==> src/rtl/rom_pkg.sv <==
// Shared constants and FSM state type for the ROM read-side stream controller.
package rom_pkg;
    localparam int ROM_ADDR_W = 4;
    localparam int ROM_DATA_W = 8;
    localparam int ROM_LAT    = 1;

    typedef enum logic [1:0] {
        ST_IDLE,
        ST_READ,
        ST_DRAIN,
        ST_DONE
    } rd_state_t;
endpackage

==> src/rtl/rom_byte_fifo.sv <==
// Two-entry synchronous FIFO that buffers ROM bytes between the read pipe and the stream port.
module rom_byte_fifo
    import rom_pkg::*;
#(
    parameter int DATA_W = ROM_DATA_W
) (
    input  logic              clk,
    input  logic              reset,
    input  logic              i_push,
    input  logic [DATA_W-1:0] i_din,
    input  logic              i_pop,
    output logic [DATA_W-1:0] o_head,
    output logic              o_empty,
    output logic [1:0]        o_count
);
    logic [DATA_W-1:0] r_mem [2];
    logic              r_wr_ptr;
    logic              r_rd_ptr;
    logic [1:0]        r_count;
    logic              w_push;
    logic              w_pop;

    assign w_pop  = i_pop && (r_count != 2'd0);
    // A push into a full FIFO is only legal when the head leaves on the same edge.
    assign w_push = i_push && ((r_count != 2'd2) || w_pop);

    always_ff @(posedge clk) begin
        if (reset) begin
            r_mem[0] <= '0;
            r_mem[1] <= '0;
            r_wr_ptr <= 1'b0;
            r_rd_ptr <= 1'b0;
            r_count  <= 2'd0;
        end else begin
            if (w_push) begin
                r_mem[r_wr_ptr] <= i_din;
                r_wr_ptr        <= ~r_wr_ptr;
            end
            if (w_pop) begin
                r_rd_ptr <= ~r_rd_ptr;
            end
            case ({w_push, w_pop})
                2'b10:   r_count <= r_count + 2'd1;
                2'b01:   r_count <= r_count - 2'd1;
                default: r_count <= r_count;
            endcase
        end
    end

    assign o_head  = r_mem[r_rd_ptr];
    assign o_empty = (r_count == 2'd0);
    assign o_count = r_count;
endmodule

==> src/rtl/rom_stream_reader.sv <==
// Burst reader: walks a block of ROM addresses and streams the bytes on a valid/ready port.
module rom_stream_reader
    import rom_pkg::*;
#(
    parameter int ADDR_W = ROM_ADDR_W,
    parameter int DATA_W = ROM_DATA_W
) (
    input  logic              clk,
    input  logic              reset,
    input  logic              start,
    input  logic [ADDR_W-1:0] base_addr,
    input  logic [ADDR_W:0]   length,
    output logic              busy,
    output logic              done,
    output logic [ADDR_W-1:0] rom_addr,
    output logic              rom_enable,
    input  logic [DATA_W-1:0] rom_data,
    output logic [DATA_W-1:0] out_data,
    output logic              out_valid,
    input  logic              out_ready
);
    localparam logic [ADDR_W:0] ONE = {{ADDR_W{1'b0}}, 1'b1};

    rd_state_t         r_state;
    rd_state_t         w_next;
    logic [ADDR_W-1:0] r_base;
    logic [ADDR_W:0]   r_len;
    logic [ADDR_W:0]   r_issued;
    logic [ADDR_W:0]   r_accepted;
    logic              r_inflight;
    logic              w_rom_en;
    logic              w_pop;
    logic              w_empty;
    logic [1:0]        w_fifo_count;
    logic [2:0]        w_used;
    logic              w_credit;

    assign w_pop  = out_valid && out_ready;
    assign w_used = {1'b0, w_fifo_count} + {2'b00, r_inflight};
    // A slot freed by this cycle's pop can be refilled by the read issued now,
    // which keeps one byte per cycle flowing without ever exceeding two entries.
    assign w_credit = (w_used < 3'd2) || ((w_used == 3'd2) && w_pop);

    always_comb begin
        w_next   = r_state;
        w_rom_en = 1'b0;
        case (r_state)
            ST_IDLE: begin
                if (start) begin
                    w_next = (length == '0) ? ST_DONE : ST_READ;
                end
            end
            ST_READ: begin
                w_rom_en = w_credit && (r_issued != r_len);
                if (w_rom_en && ((r_issued + ONE) == r_len)) begin
                    w_next = ST_DRAIN;
                end
            end
            ST_DRAIN: begin
                if (w_pop && ((r_accepted + ONE) == r_len)) begin
                    w_next = ST_DONE;
                end
            end
            ST_DONE: begin
                w_next = ST_IDLE;
            end
            default: begin
                w_next = ST_IDLE;
            end
        endcase
    end

    always_ff @(posedge clk) begin
        if (reset) begin
            r_state    <= ST_IDLE;
            r_base     <= '0;
            r_len      <= '0;
            r_issued   <= '0;
            r_accepted <= '0;
            r_inflight <= 1'b0;
        end else begin
            r_state    <= w_next;
            r_inflight <= w_rom_en;
            if ((r_state == ST_IDLE) && start) begin
                r_base     <= base_addr;
                r_len      <= length;
                r_issued   <= '0;
                r_accepted <= '0;
            end else begin
                if (w_rom_en) begin
                    r_issued <= r_issued + ONE;
                end
                if (w_pop) begin
                    r_accepted <= r_accepted + ONE;
                end
            end
        end
    end

    // Address arithmetic is ADDR_W bits wide, so the walk wraps past the top of the ROM.
    assign rom_addr   = r_base + r_issued[ADDR_W-1:0];
    assign rom_enable = w_rom_en;
    assign busy       = (r_state != ST_IDLE);
    assign done       = (r_state == ST_DONE);
    assign out_valid  = !w_empty;

    rom_byte_fifo #(
        .DATA_W (DATA_W)
    ) u_fifo (
        .clk     (clk),
        .reset   (reset),
        .i_push  (r_inflight),
        .i_din   (rom_data),
        .i_pop   (w_pop),
        .o_head  (out_data),
        .o_empty (w_empty),
        .o_count (w_fifo_count)
    );
endmodule

==> config.mk <==
export PLATFORM = sky130hd
export DESIGN_NAME = rom_stream_reader
export DESIGN_NICKNAME = d
export VERILOG_FILES = /design/src/rtl/rom_pkg.sv /design/src/rtl/rom_byte_fifo.sv /design/src/rtl/rom_stream_reader.sv
export SDC_FILE = /design/constraint.sdc
export NUM_CORES = 1
export LEC_CHECK = 0
export ABC_AREA = 1
export CAP_MARGIN = 40
export CORE_MARGIN = 5
export CORE_UTILIZATION = 40
export DETAILED_ROUTE_END_ITERATION = 16
export DONT_BUFFER_PORTS = 1
export SYNTH_ARGS = -nofsm -noshare
export SYNTH_HDL_FRONTEND = slang
export SYNTH_SLANG_ARGS = --single-unit
==> constraint.sdc <==
create_clock -name clk -period 3.7 [get_ports clk]
set_clock_uncertainty 0.2 [all_clocks]
set_input_delay 0.37 -clock clk [delete_from_list [all_inputs] [get_ports clk]]
set_output_delay 0.37 -clock clk [all_outputs]
set_load 0.005 [all_outputs]
==> results by group, run 1 <==
Status
  • Status: finished clean

Synthesis
  • Async SR Flop Fraction: 0
  • Seq/Total Area, Yosys: 0.4418
  • Synth Register Bits: 43
  • Yosys warning total: 0
  • Post-Syn Area: around 2300 um2
  • Synth Net Count: between 300 and 400
  • Predominant post-synthesis flop cell: dfxtp_1
  • Syn_area_per_cell: 7.969 um2
  • Ranking of synthesized cells by area: dfxtp_1 (23%), edfxtp_1 (21%), nand2_1 (9.1%)
  • Most frequent cell after synthesis: nand2_1
  • Post-synth EDFFs: 16
  • Share of the synthesized area in the top cell type: 0.2339
  • Commonest cells in the synthesized netlist: nand2_1 (56), inv_1 (44), nor2_1 (36)
  • Count of different cell masters after synthesis: 33
  • Cell accounting for the most synthesized area: dfxtp_1
  • Synth Instances: a little under 300

Worst setup path
  • Critical Path AT: 1.85 ns
  • Type of origin of the critical path: flip-flop
  • Worst setup path start: u_fifo.o_count[0]
  • CP max FO: 8
  • Worst R2R Start: r_state[0]
  • WP data required: 3.13 ns
  • Setup crit end kind: primary output
  • Kind of critical path: reg2out
  • R2R depth: 7

Route
  • Met3 WL post-DR: about 350 um
  • Vias: around 1800
  • TritonRoute pass-1 iters: 4
  • Iteration-0 DRC Markers: around 130
  • DR vias/cell: 4.997
  • Wl on met1: 2281 um
  • Metal2 WL: between 2000 and 2500 um
  • Top sig layer: met4
  • Final WL: 4869 um
  • Post-route ant nets: 0
  • DR DRC count: 0
  • Wirelength per Cell: approximately 13 um

Floorplan
  • Core area: approximately 5600 um2
  • Die H: 86.01 um
  • Row cnt: 27
  • Starting Density: 0.4146
  • I/O pins: 37
  • Die width: roughly 86 um
  • Die area: approximately 7400 um2

Global route
  • Vias in the first global route: approximately 1800
  • First-pass GRT wire length: approximately 8500 um
  • Total track usage: 0.1419
  • Largest net degree at the start of global routing: 19
  • Grt ovf: 0
  • Initial antenna violation count: 0

STA
  • RSZ-0062 raised after global routing: no
  • Final setup TNS: 0 ns
  • Worst slew pin tran: between 0.5 and 0.6 ns
  • Max-slew violations: 0
  • Final Hold Viols: 0
  • Fmax: 413.5 MHz
  • Hold slack: 0.05810 ns
  • Setup ws final: about 1.3 ns
  • Worst relative slew slack: 0.6516
  • Tmin final: around 2.4 ns
  • Fin crit share: 0.6536
  • Setup violators final: 0

Finish
  • Area Growth Syn to Fin: 8.500%
  • Fraction of layout cells with a size suffix above 1: 0.08475
  • Antenna diodes: 0
  • Number of fill cells in the layout: 571
  • Nets: 329

Clock tree
  • CTS max path bufs: 2
  • CTS root buffer: clkbuf_8
  • TritonCTS Buffers: 5
  • Post-CTS Resized: 0
  • CTS clock-pin slew for the worst setup and hold paths: around 0.090 ns
  • Clk_lat worst skew: about 0.29 ns
  • CTS sink cnt: 43
  • CTS tree: yes
  • H-tree Lvls: 2

Placement
  • Port Buffer Count: 0
  • Setup slack at placement: about 1.4 ns
  • Hpwl dp: about 3700 um
  • GPL Wtd Cong: roughly 0.87

Flow run
  • Max-Cap Viols: 0

Min path
  • Hold path depth: 2
  • HP Start: base_addr[0]
  • Hold crit path type: in2reg

Power
  • VDD IR max: 0.3942 mV
  • Leak Pwr: about 1.1 nW
  • Power per cell area: between 600 and 700 nW/um2
## where the power goes
part	switching [mW]	leakage (nW)	internal [mW]	total, mW
Combinational	0.339	0.671	0.193	0.532
Clock	0.163	0.0581	0.201	0.364
Sequential	0.0734	0.386	0.579	0.652
Total	0.575	1.12	0.973	1.55
## path summary, 6_finish.rpt
path	to	slack, ns
hold / removal	r_base[0]	0.06
hold reg to reg	u_fifo.r_rd_ptr	0.26
setup reg to reg	r_accepted[4]	1.41
setup / recovery	rom_enable	1.28
## worst max-delay path, stage by stage, from the launching register on
cell,delay [ns]
dfxtp_1,0.34
ha_1,0.17
inv_1,0.05
ha_1,0.25
nor3b_1,0.23
a21oi_2,0.11
nor2_2,0.16
nand2_2,0.13
clkinv_2,0.12
## layer usage
layer / GRT usage / vias to the layer above
met5: 0 / -
met4: 0.05324 / 0
met3: 0.04035 / 6
met2: 0.2256 / 53
met1: 0.1820 / 824
li1: - / 951
## flip-flops by register name, indices dropped and copies added (netlist names), named ones only
signal,cells
r_base,4
r_inflight,1
u_fifo.r_mem,16
r_issued,5
r_accepted,5
r_state,2
u_fifo.o_count,2
u_fifo.r_wr_ptr,1
u_fifo.r_rd_ptr,1
r_len,5
## final cells by class
type / count / area [um2] / share of cell area
Tap cell: 72 / 90.09 / 0.03593
Clock buffer: 5 / 68.82 / 0.02745
Sequential cell: 43 / 1021 / 0.4072
Inverter: 47 / 177.7 / 0.07086
Timing Repair Buffer: 1 / 10.01 / 0.003992
Multi-Input combinational cell: 196 / 1096 / 0.4371
Clock inverter: 3 / 43.79 / 0.01747
## through the flow
stage                     power [mW]  instance area, um2  instances  utilization
after global routing           1.690                2507        367       0.4498
final                          1.548                2507        367       0.4498
after CTS                      1.569                2507        367       0.4498
after floorplan                1.080                2311        290            -
after detailed placement       1.195                2385        358       0.4278
after global placement         1.195                2385        358       0.4278
## layout by cell type (no fill, tap or decap), drive strengths merged
cell	netlist	final
o21bai	1	1
inv	45	45
bufinv	0	1
a21oi	19	19
dfxtp	27	27
o31ai	1	1
o21ai	20	20
nand2	58	58
mux2	8	8
xnor2	4	4
a31oi	2	2
dlygate4sd3	0	1
nand4	6	6
clkinv	2	4
o211ai	1	1
xor2	1	1
nor2	37	37
or2	1	1
edfxtp	16	16
nor3b	1	1
a22oi	1	1
ha	13	13
nand3	20	20
nor4	1	1
clkbuf	3	5
fa	1	1
## what timing repair did
| action | in CTS | in global routing |
|---|---|---|
| endpoints found under the hold margin | 2 | 0 |
| hold buffers | 1 | 0 |
| endpoints found under the setup margin | 0 | 0 |
| buffers inserted | 0 | 0 |
## logic make-up (layout without fill, tap and decap cells)
kind of cell | Yosys count | after routing | share of synthesized area
AOI/OAI and AO/OA | 45 | 45 | 0.1094
muxes | 8 | 8 | 0.03898
buffers and inverters | 51 | 56 | 0.08391
xor gates and xnor gates | 5 | 5 | 0.01895
and+or+nand+nor | 124 | 124 | 0.2279
adders and majority gates | 14 | 14 | 0.07905
DFF | 43 | 43 | 0.4418
No activity file was read; power rests on OpenSTA's default activity.
==> inputs of run 2 (changes only) <==
clock period = 2.52 ns   (was 3.7 ns; I/O delays follow)
==> results by group, run 2 (synthesized netlist as in run 1, its figures left out) <==
Status
  • Status: finished clean (unchanged)

Floorplan
  • Die H: 86.01 um (unchanged)
  • Die width: 86.01 um (unchanged)
  • Die area: 7398 um2 (unchanged)
  • Starting Density: 0.4146 (unchanged)
  • Core area: 5574 um2 (unchanged)
  • Row cnt: 27 (unchanged)
  • I/O pins: 37 (unchanged)

Placement
  • GPL Wtd Cong: 0.7986 (was 0.8651)
  • Placed Cells: 361 (was 358)
  • Hpwl dp: 3631 um (was 3651 um)
  • Placed Area: 2407 um2 (was 2385 um2)
  • Port Buffer Count: 0 (unchanged)

Worst setup path
  • Kind of critical path: reg2out (unchanged)
  • WP data required: 2.07 ns (was 3.13 ns)
  • Setup crit end kind: primary output (unchanged)
  • CP max FO: 8 (unchanged)
  • Type of origin of the critical path: flip-flop (unchanged)
  • Critical Path AT: 1.83 ns (was 1.85 ns)

Route
  • Wirelength per Cell: 12.59 um (was 13.27 um)
  • DR DRC count: 0 (unchanged)
  • Vias: 1842 (was 1834)
  • Post-route ant nets: 0 (unchanged)
  • DR vias/cell: 4.747 (was 4.997)
  • TritonRoute pass-1 iters: 4 (unchanged)
  • Iteration-0 DRC Markers: 81 (was 125)
  • Final WL: 4883 um (was 4869 um)

STA
  • Fin crit share: 0.9057
  • Worst relative slew slack: 0.6279 (was 0.6516)
  • Final setup TNS: 0 ns (unchanged)
  • Fmax: ~440 MHz
  • Final Hold Viols: 0 (unchanged)
  • RSZ-0062 raised after global routing: no (unchanged)
  • Tmin final: around 2.3 ns
  • Max-slew violations: 0 (unchanged)
  • Worst slew pin tran: 0.5560 ns (was 0.5206 ns)
  • Setup violators final: 0 (unchanged)

Finish
  • Commonest non-fill, non-tap cell in the layout: nand2_1 (unchanged)
  • Area Growth Syn to Fin: 17.27% (was 8.500%)
  • Largest Register: u_fifo.r_mem (unchanged)
  • Most frequent cells in the layout: nand2_1 (56), inv_1 (44), nor2_1 (36), dfxtp_1 (27) (unchanged)
  • Post-route cell area: 2710 um2 (was 2507 um2)
  • Nets: 350 (was 329)
  • Antenna diodes: 0 (unchanged)
  • Layout Cells excl Fill: 388 (was 367)
  • Fraction of layout cells with a size suffix above 1: 0.08861 (was 0.08475)
  • Max reg flops: 16 (unchanged)
  • Core Util, Final: 0.4862 (was 0.4498)

Clock tree
  • CTS tree: yes (unchanged)
  • CTS max path bufs: 2 (unchanged)
  • CTS root buffer: clkbuf_8 (unchanged)
  • Post-CTS Setup Bufs: 0 (unchanged)
  • H-tree Lvls: 2 (unchanged)
  • Clk_lat worst skew: 0.29 ns (about the same)
  • Hold_buf cts: 18 (was 1)
  • CTS sink cnt: 43 (unchanged)
  • Post-CTS Resized: 0 (unchanged)
  • TritonCTS Buffers: 5 (unchanged)
  • CTS clock-pin slew for the worst setup and hold paths: 0.08 ns (was 0.09 ns)

Power
  • VDD IR max: 0.5043 mV (was 0.3942 mV)
  • Power per cell area: 850.1 nW/um2 (was 617.5 nW/um2)
  • Leak Pwr: 1.203 nW (was 1.115 nW)

Global route
  • Vias in the first global route: 1740 (was 1810)
  • Largest net degree at the start of global routing: 19 (unchanged)
  • Grt ovf: 0 (unchanged)
  • First-pass GRT wire length: 8293 um (was 8452 um)
  • Initial antenna violation count: 0 (unchanged)
  • Total track usage: 0.1389 (was 0.1419)

Min path
  • Hold crit path type: in2reg (unchanged)

Flow run
  • Max-Cap Viols: 0 (unchanged)
==> run 2: cell type report <==
type                            count  area (um2)
Sequential cell                    43        1021
Tap cell                           72       90.09
Fill cell                         545        2864
Timing Repair Buffer               22       212.7
Clock inverter                      3       43.79
Multi-Input combinational cell    196        1096
Inverter                           47       177.7
Clock buffer                        5       68.82
==> run 2: report_power, final <==
| part | switching [mW] | total, mW | internal, mW |
|---|---|---|---|
| clock | 0.242 | 0.537 | 0.295 |
| combinational | 0.495 | 0.806 | 0.311 |
| sequential | 0.111 | 0.961 | 0.850 |
| total | 0.848 | 2.30 | 1.46 |
==> run 2: routing by layer <==
layer | global-route usage | vias to the layer above | share of wire
li1 | - | 994 | -
met1 | 0.1879 | 810 | 0.48
met2 | 0.2249 | 34 | 0.47
met3 | 0.03554 | 4 | 0.049
met4 | 0.02590 | 0 | 0.0051
met5 | 0 | - | 0
==> run 2: path summary, 6_finish.rpt <==
kind / startpoint / endpoint / slack, ns / depth (start not counted)
max reg2reg: r_inflight / r_issued[3] / 0.51 / 10
min: reset / r_accepted[2] / 0.06 / 3
max: r_inflight / rom_enable / 0.24 / 8
min reg2reg: u_fifo.r_rd_ptr / u_fifo.r_rd_ptr / 0.26 / 1
==> run 2: worst max-delay path: stages, from the launching register on <==
cell	delay (ns)
dfxtp_1	0.34
ha_1	0.17
inv_1	0.04
ha_1	0.25
nor3b_1	0.23
a21oi_2	0.10
nor2_2	0.16
nand2_2	0.13
clkinv_2	0.12
==> run 2: metrics by stage <==
stage	worst slack [ns]	hold WS, ns	power, mW
6_report	0.2376	0.06316	2.304
5_1_grt	0.01621	0.05543	2.515
4_1_cts	0.2125	0.003078	2.335
3_5_place_dp	0.5327	0.1276	1.766
3_3_place_gp	0.5508	0.1258	1.757
2_1_floorplan	0.7013	0.1244	1.586
==> inputs of run 3 (changes only) <==
CORE_ASPECT_RATIO = 0.75   (was unset)
==> results by group, run 3 (synthesized netlist as in run 1, its figures left out) <==
Route
  • TritonRoute pass-1 iters: 4 (unchanged)
  • Vias: 1884 (was 1842)
  • DR DRC count: 0 (unchanged)
  • Final WL: 4865 um (was 4883 um)
  • Iteration-0 DRC Markers: 105 (was 81)
  • Post-route ant nets: 0 (unchanged)
  • Wirelength per Cell: 12.38 um (was 12.59 um)
  • DR vias/cell: 4.794 (was 4.747)

Power
  • Power per cell area: 823.4 nW/um2 (was 850.1 nW/um2)
  • Leak Pwr: 1.190 nW (was 1.203 nW)
  • Final Power: 2.208 mW (was 2.304 mW)
  • VDD IR max: 0.4402 mV (was 0.5043 mV)

Floorplan
  • Row cnt: 24 (was 27)
  • Starting Density: 0.4050 (was 0.4146)
  • Die area: 7413 um2 (was 7398 um2)
  • Die H: 75.83 um (was 86.01 um)
  • Core area: 5705 um2 (was 5574 um2)
  • I/O pins: 37 (unchanged)
  • Die width: 97.77 um (was 86.01 um)

Placement
  • Setup slack at placement: 0.4722 ns (was 0.5327 ns)
  • Port Buffer Count: 0 (unchanged)
  • Placed Cells: 366 (was 361)
  • Placed Area: 2407 um2 (unchanged)
  • GPL Wtd Cong: 0.7630 (was 0.7986)
  • Hpwl dp: 3586 um (was 3631 um)

Worst setup path
  • Critical Path AT: 1.82 ns (was 1.83 ns)
  • CP max-delay cell: dfxtp_1 (unchanged)
  • Worst reg2reg setup slack: 0.46 ns (was 0.51 ns)
  • Worst path buffer plus inverter count: 2 (unchanged)
  • Top delay family on crit path: simple AND/OR/NAND/NOR gates (unchanged)
  • Kind of critical path: reg2out (unchanged)
  • CP max FO: 8 (unchanged)
  • Ordered cell list for the critical path: ha_1 -> inv_1 -> ha_1 -> nor3b_1 -> a21oi_2 -> nor2_2 -> nand2_2 -> clkinv_2 (unchanged)
  • CP most frequent cell: ha_1 (unchanged)
  • WP data required: 2.07 ns (about the same)
  • Worst R2R Start: u_fifo.o_count[0] (was r_inflight)
  • Setup crit end kind: primary output (unchanged)
  • Worst setup path start: r_inflight (unchanged)
  • Critical path's largest stage delay: 0.34 ns (about the same)
  • Type of origin of the critical path: flip-flop (unchanged)

Status
  • Status: finished clean (unchanged)

Finish
  • Number of fill cells in the layout: 570 (was 545)
  • Most frequent cells in the layout: nand2_1 (56), inv_1 (44), nor2_1 (36), dfxtp_1 (27) (unchanged)
  • Post-route cell area: 2681 um2 (was 2710 um2)
  • Largest Register: u_fifo.r_mem (unchanged)
  • Antenna diodes: 0 (unchanged)
  • Commonest non-fill, non-tap cell in the layout: nand2_1 (unchanged)
  • Max reg flops: 16 (unchanged)
  • Area Growth Syn to Fin: 16.03% (was 17.27%)
  • Layout Cells excl Fill: 393 (was 388)
  • Fraction of layout cells with a size suffix above 1: 0.08571 (was 0.08861)
  • Core Util, Final: 0.4700 (was 0.4862)
  • Nets: 349 (was 350)

Global route
  • First-pass GRT wire length: 8211 um (was 8293 um)
  • Grt ovf: 0 (unchanged)
  • Vias in the first global route: 1744 (was 1740)
  • Initial antenna violation count: 0 (unchanged)
  • Total track usage: 0.1383 (was 0.1389)
  • Largest net degree at the start of global routing: 19 (unchanged)

STA
  • Max-slew violations: 0 (unchanged)
  • Final Hold Viols: 0 (unchanged)
  • Worst relative slew slack: 0.5823 (was 0.6279)
  • Tmin final: 2.273 ns (was 2.282 ns)
  • Setup ws final: 0.2468 ns (was 0.2376 ns)
  • Fmax: 439.9 MHz (was 438.1 MHz)
  • Worst slew pin tran: 0.6242 ns (was 0.5560 ns)
  • Hold slack: 0.08330 ns (was 0.06316 ns)
  • Setup violators final: 0 (unchanged)
  • Final setup TNS: 0 ns (unchanged)
  • Fin crit share: 0.9021 (was 0.9057)
  • RSZ-0062 raised after global routing: no (unchanged)

Clock tree
  • H-tree Lvls: 2 (unchanged)
  • CTS root buffer: clkbuf_8 (unchanged)
  • Clk_lat worst skew: 0.29 ns (about the same)
  • CTS tree: yes (unchanged)
  • CTS sink cnt: 43 (unchanged)
  • CTS clock-pin slew for the worst setup and hold paths: 0.09 ns (was 0.08 ns)
  • TritonCTS Buffers: 5 (unchanged)
  • CTS max path bufs: 2 (unchanged)

Min path
  • Hold crit path type: in2reg (unchanged)
  • HP Start: reset (unchanged)

Flow run
  • Max-Cap Viols: 0 (unchanged)
==> run 3: changes by cell type in the layout (fill, tap and decap cells not counted), sizes merged <==
cell    previous run  this run
buf                3         2
bufinv             1         0
clkinv             4         5
==> run 3: report_power, final <==
| group | total [mW] | internal, mW | switching [mW] |
|---|---|---|---|
| registers | 0.962 | 0.850 | 0.112 |
| clock network | 0.430 | 0.190 | 0.240 |
| logic | 0.816 | 0.314 | 0.502 |
==> run 3: metal layers <==
layer / vias to the layer above / track usage / share of wire
met5: - / 0 / 0
li1: 999 / - / -
met1: 844 / 0.2004 / 0.52
met2: 36 / 0.2012 / 0.42
met3: 5 / 0.03751 / 0.050
met4: 0 / 0.04301 / 0.0090
==> run 3: repair_timing <==
action,CTS,global route
endpoints found under the setup margin,0,0
endpoints found under the hold margin,25,0
gates resized for setup,0,0
setup buffers,0,0
hold buffers,19,0
==> run 3: tightest hold or removal path, cell delays in order <==
cell and delay [ns]:
nor2_1 0.13, o21ai_1 0.11, a21oi_1 0.04
==> run 3: cell type report <==
class	instances	area, um2	share of cell area
Sequential cell	43	1021	0.3808
Tap cell	78	97.59	0.03640
Multi-Input combinational cell	196	1096	0.4088
Clock buffer	5	68.82	0.02566
Clock inverter	3	15.01	0.005600
Inverter	47	177.7	0.06626
Timing Repair Buffer	21	205.2	0.07653
==> run 3: worst paths after layout <==
check	end	depth (start not counted)
max	rom_enable	8
min	r_issued[2]	3
max reg2reg	u_fifo.r_mem[0][0]	6
min reg2reg	flip-flop	1
